<file path="config.mk">
export PLATFORM = sky130hd
export DESIGN_NAME = fifo_pkt_wr_ctrl
export DESIGN_NICKNAME = d
export VERILOG_FILES = /design/src/rtl/fifo_pkt_wr_ctrl.sv
export SDC_FILE = /design/constraint.sdc
export NUM_CORES = 1
export LEC_CHECK = 0
export ABC_AREA = 1
export BUFFER_PORTS_ARGS = -buffer_cell sky130_fd_sc_hd__buf_2
export CAP_MARGIN = 20
export CORE_UTILIZATION = 54
export CTS_BUF_LIST = sky130_fd_sc_hd__clkbuf_8
export CTS_CLUSTER_DIAMETER = 100
export DETAILED_ROUTE_END_ITERATION = 10
export GPL_ROUTABILITY_DRIVEN = 0
export PLACE_DENSITY = 0.95
export SYNTH_ARGS = -nofsm -noshare
export SYNTH_HDL_FRONTEND = slang
export SYNTH_SLANG_ARGS = --single-unit
</file>
<file path="constraint.sdc">
create_clock -name clk -period 3.5 [get_ports clk]
set_input_delay 0.7 -clock clk [delete_from_list [all_inputs] [get_ports clk]]
set_output_delay 0.7 -clock clk [all_outputs]
set_load 0.02 [all_outputs]
</file>
<file path="src/rtl/fifo_pkt_wr_ctrl.sv">
// Write-side controller for a packet FIFO. Writes land speculatively at fill_ptr and
// become visible to the reader only when committed into wr_ptr.
module fifo_pkt_wr_ctrl #(
  parameter int MEM_WIDTH    = 16,
  parameter int W_DATA_WIDTH = 32,
  parameter int ADDR_WIDTH   = 4,
  parameter int AFULL_THRESH = 4
) (
  input  logic                  clk,
  input  logic                  reset,
  input  logic                  wr_request,
  input  logic                  wr_commit,
  input  logic                  wr_abort,
  input  logic                  clr_ovf,
  input  logic [ADDR_WIDTH:0]   rd_ptr,
  output logic [ADDR_WIDTH:0]   wr_ptr,
  output logic [ADDR_WIDTH:0]   fill_ptr,
  output logic                  wr_en,
  output logic                  full_flag,
  output logic                  almost_full,
  output logic                  overflow,
  output logic [ADDR_WIDTH:0]   free_words,
  output logic [ADDR_WIDTH:0]   pending_words
);

  localparam int PW    = ADDR_WIDTH + 1;
  localparam int DEPTH = 1 << ADDR_WIDTH;
  localparam int RATIO = W_DATA_WIDTH / MEM_WIDTH;

  localparam logic [PW-1:0] DEPTH_W = PW'(DEPTH);
  localparam logic [PW-1:0] RATIO_W = PW'(RATIO);
  localparam logic [PW-1:0] AFULL_W = PW'(AFULL_THRESH);

  logic [PW-1:0] wr_q, wr_d;
  logic [PW-1:0] fill_q, fill_d;
  logic          ovf_q, ovf_d;
  logic [PW-1:0] used_words;
  logic          reject;

  // Pointer differences wrap modulo 2^(ADDR_WIDTH+1); the extra bit disambiguates full from empty.
  always_comb begin
    used_words    = fill_q - rd_ptr;
    free_words    = DEPTH_W - used_words;
    pending_words = fill_q - wr_q;
    full_flag     = (free_words < RATIO_W);
    almost_full   = (free_words <= AFULL_W);
    wr_en         = wr_request & ~full_flag & ~wr_abort;
    reject        = wr_request & full_flag & ~wr_abort;
  end

  // Abort rolls the speculative pointer back; a commit publishes the post-write fill pointer.
  always_comb begin
    fill_d = fill_q;
    wr_d   = wr_q;
    if (wr_abort) begin
      fill_d = wr_q;
    end else begin
      if (wr_en) begin
        fill_d = fill_q + RATIO_W;
      end
      if (wr_commit) begin
        wr_d = fill_d;
      end
    end
  end

  // Setting wins over clearing so a rejection in the clear cycle is never lost.
  always_comb begin
    ovf_d = reject | (ovf_q & ~clr_ovf);
  end

  always_ff @(posedge clk) begin
    if (reset) begin
      wr_q   <= '0;
      fill_q <= '0;
      ovf_q  <= 1'b0;
    end else begin
      wr_q   <= wr_d;
      fill_q <= fill_d;
      ovf_q  <= ovf_d;
    end
  end

  assign wr_ptr   = wr_q;
  assign fill_ptr = fill_q;
  assign overflow = ovf_q;

endmodule

</file>
==> results.txt, run 1 <==
status: finished with violations
failing checks: design-rule violations
Fmax: 313 MHz
flops & latches, synth: 11
Final setup violation count: 0
clock latency at the later pin of the worst-skew pair: 240 ps
CTS resizes: 0
Comb pwr share: 45.9%
Critical Path Most Common Cell: inv_1
H-tree Lvls: 1
Int Pwr: 0.000295 W
worst hold-check path type: reg2reg
minimum clock period: 3200 ps
first-pass GRT wire length: 3620 um
Seq/Total Area, Yosys: 23.7%
Num Clock Sinks: 11
Total GRT Usage: 25.7%
commonest cells after routing, fill and taps aside: 34 x inv_1, 34 x buf_2, 22 x nand2_1
Initial DRC Count: 26
clock root buffer: clkbuf_8
Hold Violations, Final: 0
Worst-path clk slew: 50 ps
total number of vias: 952
crit-path max cell delay: 430 ps
DRT antenna net count: 0
WL/cell: 11.3 um
critical setup path kind: reg2out
CP max stage cell: dfxtp_1
Clk network pwr share: 25.6%
Initial DRT Pass Iterations: 7
Die Y: 43.5 um
WL final: 2090 um
detailed placement HPWL: 1720 um
Design Area, Final: 1150 um2
FP Rows: 14
Reg-to-Reg Start: fill_ptr[1]
Yosys warnings: 0
crit share post-route: 91.3%
Final Max Slew Viols: 0
Die X: 43.5 um
crit path max fanout: 6
Critical Path Source: fill_ptr[1]
CTS Buf Count: 3
Avg Cell Area, Syn: 7.03 um2
CTS tree: yes
Worst Max-Slew Pin Slew: 487 ps
drt via density: 5.15
Area after DPL: 1110 um2
die area: 1890 um2
startpoint types: flop
RSZ-0062 raised after global routing: no
Worst setup EP type: output port
Initial Utilization: 59.6%
Area Growth Syn to Fin: 24.1%
I/O Pins: 35
Cell Pwr Density: 436 nW/um2
proportion of layout cells with a drive suffix above 1: 26.0%
Worst EP required: 2800 ps
Worst slew margin: 67.4%
total core area: 1560 um2
syn nets: 157
DRC viols: 6
CTS Hold Bufs: 0
maxcap violations: 0
post-CTS setup buffers: 0
fillers: 134
Final #Nets: 195
antenna violations before repair: 0
post-route clock skew: 0.635 ps
Psw: 0.000208 W
Cell Area, Synth: 928 um2
largest net degree at the start of global routing: 12
CTS Buffer Depth: 2
post-route setup TNS: 0 ps
Sw Share: 41.4%
CP Cell Sequence: inv_1 > ha_1 > ha_1 > fa_1 > xor2_1 > inv_1 > nand3_2 > nand2_4 > inv_1 > buf_2
VDD IR-drop max: 0.308 mV
port bufs: 34
Pleak: 0.713 nW
Synth Instances: 132
diode count: 0
WP data arrival: 2500 ps
Cell variety after synth: 17
vias in the first global route: 879
worst hold start: overflow
Seq pwr share: 28.4%
total global routing overflow: 0
-- registers in the layout, indices dropped and copies added, names as in the netlist --
signal	flops
overflow	1
fill_ptr	5
wr_ptr	5
-- routing by layer --
| layer | part of all wire (%) | track usage (%) | up-vias |
|---|---|---|---|
| met5 | 0 | 0 | - |
| met4 | 2.8 | 15.0 | 0 |
| met2 | 50 | 45.2 | 35 |
| met3 | 4.3 | 3.75 | 8 |
| li1 | - | - | 489 |
| met1 | 43 | 29.5 | 420 |
-- synth_stat cells --
cell type       number  area share [%]
xor2_1               6             5.7
and3_2               1            0.81
o21ai_0              2             1.1
a21oi_1             10             5.4
a211oi_1             3             2.4
dlymetal6s2s_1       1             1.3
nor2_1               5             2.0
nand2_4              1             1.2
nand3_2              1             1.1
ha_1                12              16
fa_1                 2             4.3
nand2_1             22             8.9
dfxtp_1             11              24
nand2_2              3             2.0
inv_1               34              14
xnor2_1              1            0.94
nand3_1             17             9.2
-- power by group through the flow --
stage          combinational [W]  sequential, W  clock [W]
2_1_floorplan           0.000155       0.000154          0
3_3_place_gp            0.000220       0.000145          0
3_5_place_dp            0.000230       0.000145          0
4_1_cts                 0.000232       0.000143   0.000132
5_1_grt                 0.000255       0.000144   0.000135
6_report                0.000231       0.000143   0.000129
-- cells by family after synthesis --
logic type                 synth area share [%]
AOI/OAI and AO/OA                          8.89
xor gates and xnor gates                   6.60
adders and majority gates                  20.5
buffers and inverters                      15.1
DFF                                        23.7
and+or+nand+nor                            25.2
-- worst max-delay path, delay by kind of cell, from the launching register on --
family                   cells  cell delay (ps)
adder cells (fa/ha/maj)      3              900
buffers and inverters        4              440
flip-flops                   1              430
XOR/XNOR                     1              240
AND/OR/NAND/NOR              2              240
-- metrics by stage --
stage / power [W] / instances / hold slack (ps) / utilization [%] / worst slack, ps
finish: 0.000503 / 185 / 464 / 73.9 / 303
global route: 0.000534 / 185 / 504 / 73.9 / 202
CTS: 0.000507 / 185 / 467 / 73.9 / 297
detailed placement: 0.000376 / 181 / 460 / 70.9 / 314
global placement: 0.000365 / 181 / 451 / 70.9 / 440
floorplan: 0.000309 / 132 / 540 / - / 333
-- worst paths after layout --
path / end / slack, ps / cells past startpoint
worst max register to register: fill_ptr[1] / 1020 / 12
worst max-delay path: wr_en / 300 / 10
worst min-delay path: overflow / 460 / 2
worst min register to register: overflow / 460 / 2
-- cell type report --
class	instances	area, um2	share of cell area (%)
Tap cell	16	20.0	1.74
Clock inverter	1	5.00	0.434
Sequential cell	11	220	19.1
Clock buffer	3	41.3	3.58
Inverter	34	128	11.1
Timing Repair Buffer	34	170	14.8
Multi-Input combinational cell	86	568	49.3
No activity file was read; power rests on OpenSTA's default activity.
==> run 2: changes to the inputs <==
Settings changed: ABC_AREA 1 to default, CORE_MARGIN from default to 2, CORE_UTILIZATION 54 to 55, SLEW_MARGIN from default to 30.
==> run 2 against run 1 <==
  * The flow now finishes without violations
  * Total power is 7.8% higher
  * Maximum frequency fell by 6.3%
  * Critical path depth shrank 2
  * Worst hold slack improved by 29 ps
  * Clock power about the same
  * Die area is 13% higher
  * Clock skew grew 1.3 ps
  * Highest routed layer unchanged
==> results.txt, run 2 <==
hold_ws: 493 ps (+29.0 ps)
clock root buffer: clkbuf_8
DRT antenna net count: 0 (unchanged)
Cell Pwr Density: 414 nW/um2 (-5.2%)
detailed placement HPWL: 1870 um (+8.5%)
maxcap violations: 0 (unchanged)
largest cells by area after synthesis: dfxtp_1 22%, ha_1 15%, inv_1 6.1%
WL/cell: 13.9 um (+23%)
diode count: 0 (unchanged)
drt via density: 5.35 (+4.1%)
Synth Instances: 106 (-20%)
Num Clock Sinks: 11 (unchanged)
CTS Buf Count: 3 (unchanged)
largest net degree at the start of global routing: 12 (unchanged)
Fmax: 293 MHz (-6.3%)
Area after DPL: 1220 um2 (+10%)
CTS Hold Bufs: 0 (unchanged)
Final Max Slew Viols: 0 (unchanged)
H-tree Lvls: 1 (unchanged)
vias in the first global route: 891 (+1.4%)
proportion of layout cells with a drive suffix above 1: 40.8% (+15 points)
critical setup path kind: in2out
total global routing overflow: 0 (unchanged)
minimum clock period: 3410 ps (+215 ps)
startpoint types: input port
Final #Nets: 173 (-11%)
die area: 2130 um2 (+13%)
Initial DRC Count: 21 (-19%)
simple-gate share of the synthesized area: 13.7% (-12 points)
port bufs: 34 (unchanged)
Initial Utilization: 57.4% (-2.2 points)
Design Area, Final: 1310 um2 (+14%)
Cell variety after synth: 35 (+18)
Die X: 46.2 um (+6.3%)
Worst-path clk slew: 50 ps (about the same)
Worst EP required: 2800 ps (about the same)
antenna violations before repair: 0 (unchanged)
I/O Pins: 35 (unchanged)
Worst slew margin: 45.9% (-22 points)
Worst setup EP type: output port
worst hold-check path type: reg2reg
Final Core Density: 76.7% (+2.8 points)
Area Growth Syn to Fin: 33.7%
adder and majority gate portion of the synthesized area: 19.4% (-1.1 points)
Cell Area, Synth: 980 um2 (+5.5%)
VDD IR-drop max: 0.311 mV (+1.0%)
flops & latches, synth: 11 (unchanged)
WP data arrival: 2710 ps (+210 ps)
Yosys warnings: 0 (unchanged)
Commonest cells post-synth: 16 x inv_1, 13 x nor2_1, 12 x ha_1
post-synthesis compound-gate area fraction: 24.6% (+16 points)
Die Y: 46.2 um (+6.3%)
Worst Max-Slew Pin Slew: 811 ps (+324 ps)
Synth top area share: 22.5% (-1.2 points)
total core area: 1710 um2 (+9.6%)
DRC viols: 0 (-6)
EDFF count, synth: 0 (unchanged)
first-pass GRT wire length: 4000 um (+11%)
post-synthesis mux area share: 3.07% (+3.1 points)
Avg Cell Area, Syn: 9.24 um2 (+31%)
syn nets: 131 (-17%)
CTS Buffer Depth: 2 (unchanged)
CTS tree: yes
post-route clock skew: 1.92 ps (+1.29 ps)
Synth area leader: dfxtp_1
main flop type after synthesis: dfxtp_1
ys async rst share: 0% (unchanged)
status: complete, no violations
most frequent cell after synthesis: inv_1
Initial DRT Pass Iterations: 4 (-3)
WL final: 2400 um (+15%)
crit path max fanout: 2 (-4)
FP Rows: 15 (+1)
Total GRT Usage: 26.7% (+1.0 points)
clock latency at the later pin of the worst-skew pair: 240 ps (about the same)
crit share post-route: 97.5% (+6.1 points)
commonest cells after routing, fill and taps aside: 33 x buf_2, 15 x inv_1, 13 x nor2_1
total number of vias: 921 (-3.3%)
Hold Violations, Final: 0 (unchanged)
largest family of logic cells by synthesized area: compound AO/OA/AOI/OAI gates
Seq/Total Area, Yosys: 22.5% (-1.2 points)
xor/xnor share of the synthesized area: 9.45% (+2.8 points)
most common cell after layout, fill and taps aside: buf_2
Final setup violation count: 0 (unchanged)
Pleak: 0.627 nW (-12%)
==> run 2: cell types whose count changed in the layout (fill, tap and decap cells not counted), moves of 3 or more <==
| cell | previous run | this run |
|---|---|---|
| xor2_1 | 6 | 1 |
| a21oi_1 | 10 | 5 |
| mux2i_1 | 0 | 3 |
| nand2_2 | 3 | 0 |
| xnor2_1 | 1 | 5 |
| buf_4 | 0 | 7 |
| nor2_1 | 5 | 13 |
| inv_1 | 34 | 15 |
| nand2_1 | 22 | 3 |
| nand3_1 | 17 | 1 |
| a21o_1 | 0 | 3 |
| a2111oi_4 | 0 | 3 |
==> run 2: critical path, stage by stage <==
cell and delay (ps):
buf_2 120, ha_4 240, ha_4 160, fa_1 500, or2_4 270, a2111oi_4 410, a21o_2 200, buf_4 130
==> run 2: final timing paths <==
kind               start     endpoint  slack [ps]  cells past startpoint
max reg2reg  fill_ptr[2]  fill_ptr[4]         520                      9
min reg2reg     overflow     overflow         490                      2
min             overflow     overflow         490                      2
max            rd_ptr[1]    full_flag          90                      8
==> run 2: per-stage QoR <==
| stage | instances | TNS (ps) | setup WS, ps | total power, W |
|---|---|---|---|---|
| after global routing | 172 | -24.4 | -24.4 | 0.000573 |
| after CTS | 170 | 0 | 20.9 | 0.000521 |
| after floorplan | 106 | 0 | 43.6 | 0.000321 |
| final | 172 | 0 | 87.8 | 0.000542 |
| after detailed placement | 166 | -52.3 | -52.3 | 0.000393 |
| after global placement | 166 | -6.43 | -6.43 | 0.000383 |
==> run 2: report_power, final <==
| group | switching [W] | total (W) | internal (W) |
|---|---|---|---|
| Combinational | 0.000158 | 0.000273 | 0.000114 |
| Sequential | 0.00000858 | 0.000141 | 0.000132 |
| Clock | 0.0000505 | 0.000129 | 0.0000784 |
| Total | 0.000217 | 0.000542 | 0.000325 |
==> run 2: final cells by class <==
cell class / instances / area, um2
Timing Repair Buffer: 40 / 218
Fill cell: 114 / 398
Sequential cell: 11 / 221
Inverter: 16 / 60.1
Tap cell: 25 / 31.3
Clock buffer: 3 / 41.3
Multi-Input combinational cell: 76 / 733
Clock inverter: 1 / 5.00
==> run 2: cell families (layout without fill, tap and decap cells) <==
family | after synthesis | in the layout
buffers and inverters | 19 | 60
adder cells (fa/ha/maj) | 14 | 14
AND/OR/NAND/NOR | 26 | 26
flip-flops | 11 | 11
XOR/XNOR | 8 | 8
multiplexers | 3 | 3
AO/OA/AOI/OAI | 25 | 25
==> run 2: timing repair <==
item	CTS	global route
resized for setup	0	7
endpoints found under the hold margin	0	0
setup buffers	0	2
endpoints found under the setup margin	2	2
pin swaps	1	6
==> run 2: routing by layer <==
layer | vias up | track usage, % | part of all wire [%]
li1 | 453 | - | -
met1 | 431 | 32.3 | 41
met2 | 33 | 47.8 | 53
met3 | 4 | 7.45 | 6.1
met4 | 0 | 3.43 | 0.58
met5 | - | 0 | 0
==> run 3: changes to the inputs <==
Settings changed: CORE_ASPECT_RATIO from default to 0.8.
==> run 3 against run 2 <==
  * Sequential share of layout area shrank 0.18 points
  * Routed wire length up 12%
  * First-iteration DRC count grew 52%
  * Sequential cell count did not move
  * Final cell count shrank 1.7%
  * Largest power group unchanged
==> results.txt, run 3 (same netlist as run 2, synthesis figures left out) <==
worst hold start: overflow
Die X: 51.2 um (+11%)
Worst EP required: 2800 ps (about the same)
crit-path max cell delay: 500 ps (about the same)
post-route clock skew: 4.06 ps (+2.13 ps)
Die Y: 41.8 um (-9.6%)
worst hold-check path type: reg2reg
depth of the worst hold-timing path: 2 (unchanged)
Fmax: 289 MHz (-1.4%)
CP max stage cell: fa_1
Crit path buffers/inverters: 2 (unchanged)
CP Cell Sequence: buf_2 > ha_4 > ha_4 > fa_1 > or2_4 > a2111oi_4 > a21o_2 > buf_6
critical setup path kind: in2out
Initial DRT Pass Iterations: 4 (unchanged)
non-filler cells, final: 169 (-1.7%)
port bufs: 34 (unchanged)
vias in the first global route: 894 (+0.34%)
cells on worst reg2reg path: 10 (+1)
Final setup violation count: 0 (unchanged)
CTS tree: yes
Num Clock Sinks: 11 (unchanged)
r2r setup slk: 470 ps (-50 ps)
DRC viols: 0 (unchanged)
Worst Max-Slew Pin Slew: 781 ps (-29.2 ps)
placed cells: 163 (-1.8%)
largest net degree at the start of global routing: 12 (unchanged)
VDD IR-drop max: 0.312 mV (+0.18%)
minimum clock period: 3460 ps (+49.8 ps)
Worst setup EP type: output port
clock root buffer: clkbuf_8
CTS Buffer Depth: 2 (unchanged)
FP Rows: 13 (-2)
first-pass GRT wire length: 4170 um (+4.3%)
antenna violations before repair: 0 (unchanged)
WL final: 2680 um (+12%)
met1 WL: 1110 um (+14%)
detailed placement HPWL: 1910 um (+2.4%)
total global routing overflow: 0 (unchanged)
crit share post-route: 98.9% (+1.4 points)
status: complete, no violations
Worst path depth: 8 (unchanged)
fillers: 110 (-3.5%)
crit path max fanout: 2 (unchanged)
Hold Violations, Final: 0 (unchanged)
reg2reg end: fill_ptr[3]
Pleak: 0.631 nW (+0.67%)
CTS Buf Count: 3 (unchanged)
WL met2: 1310 um (+3.2%)
H-tree Lvls: 1 (unchanged)
Initial DRC Count: 32 (+52%)
diode count: 0 (unchanged)
post-route setup TNS: 0 ps (unchanged)
met3 WL post-DR: 157 um (+7.5%)
delay-heaviest family, CP: adder cells
top sig layer: met4
Critical Path Most Common Cell: ha_4
CTS Hold Bufs: 0 (unchanged)
Cell Pwr Density: 411 nW/um2 (-0.64%)
Worst-path clk slew: 50 ps (about the same)
Initial Utilization: 59.6% (+2.3 points)
Worst slew margin: 47.8% (+2.0 points)
most common cell after layout, fill and taps aside: buf_2
Final #Nets: 173 (unchanged)
Final Max Slew Viols: 0 (unchanged)
WHS Endpoint: overflow
maxcap violations: 0 (unchanged)
proportion of layout cells with a drive suffix above 1: 42.9% (+2.0 points)
WP data arrival: 2760 ps (+50 ps)
Area Growth Syn to Fin: 35.9%
total core area: 1640 um2 (-3.8%)
clock latency at the later pin of the worst-skew pair: 240 ps (about the same)
drt via density: 5.63 (+5.1%)
Total GRT Usage: 26.0% (-0.72 points)
WL/cell: 15.9 um (+14%)
die area: 2140 um2 (about the same)
Reg-to-Reg Start: fill_ptr[1]
total number of vias: 951 (+3.3%)
startpoint types: input port
commonest cells after routing, fill and taps aside: 32 x buf_2, 14 x inv_1, 13 x nor2_1
hold_ws: 526 ps (+32.1 ps)
DRT antenna net count: 0 (unchanged)
I/O Pins: 35 (unchanged)
Final Core Density: 81.0% (+4.3 points)
==> run 3: changes by cell type in the layout (fill, tap and decap cells not counted), sizes merged <==
cell | previous run | this run
clkinv | 1 | 0
inv | 16 | 17
==> run 3: where the power goes <==
group	internal, W	switching, W
Combinational	0.000114	0.000165
Sequential	0.000132	0.00000923
Clock	0.0000772	0.0000502
Total	0.000323	0.000224
==> run 3: tightest hold or removal path: stages (launching register included) <==
cell,delay (ps)
dfxtp_1,330
a32oi_1,60
nor2_1,90
==> run 3: per-stage QoR <==
stage | cell area (um2) | total power [W] | setup slack [ps]
after floorplan | 997 | 0.000321 | 43.6
after global placement | 1210 | 0.000384 | 5.39
after detailed placement | 1210 | 0.000395 | -77.8
after CTS | 1260 | 0.000527 | 24.2
after global routing | 1330 | 0.000577 | -10.1
final | 1330 | 0.000547 | 38.0
==> run 3: final cells by class <==
type                            instances  area (um2)  area share, %
Clock inverter                          1        3.75          0.282
Tap cell                               22        27.5           2.07
Multi-Input combinational cell         76         746           56.0
Inverter                               16        62.6           4.70
Timing Repair Buffer                   40         228           17.1
Sequential cell                        11         223           16.7
Clock buffer                            3        41.3           3.10
==> run 3: worst max path at each step <==
stage                         start   endpoint  slack, ps
after global routing      rd_ptr[1]  full_flag        -10
after detailed placement  rd_ptr[1]  full_flag        -80
after CTS                 rd_ptr[1]  full_flag         20
final                     rd_ptr[1]  full_flag         40
after global placement    rd_ptr[1]  full_flag          5
after floorplan           rd_ptr[1]  full_flag         40
==> run 3: what timing repair did <==
| item | in CTS | in global routing |
|---|---|---|
| setup buffers | 0 | 2 |
| gates resized for setup | 2 | 13 |
| endpoints found under the setup margin | 2 | 1 |
| pin swaps | 1 | 6 |
==> run 3: layer usage <==
metal | global-route usage [%] | up-vias
met5 | 0 | -
met4 | 9.19 | 0
met3 | 8.99 | 10
met2 | 44.2 | 44
met1 | 29.9 | 444
li1 | - | 453
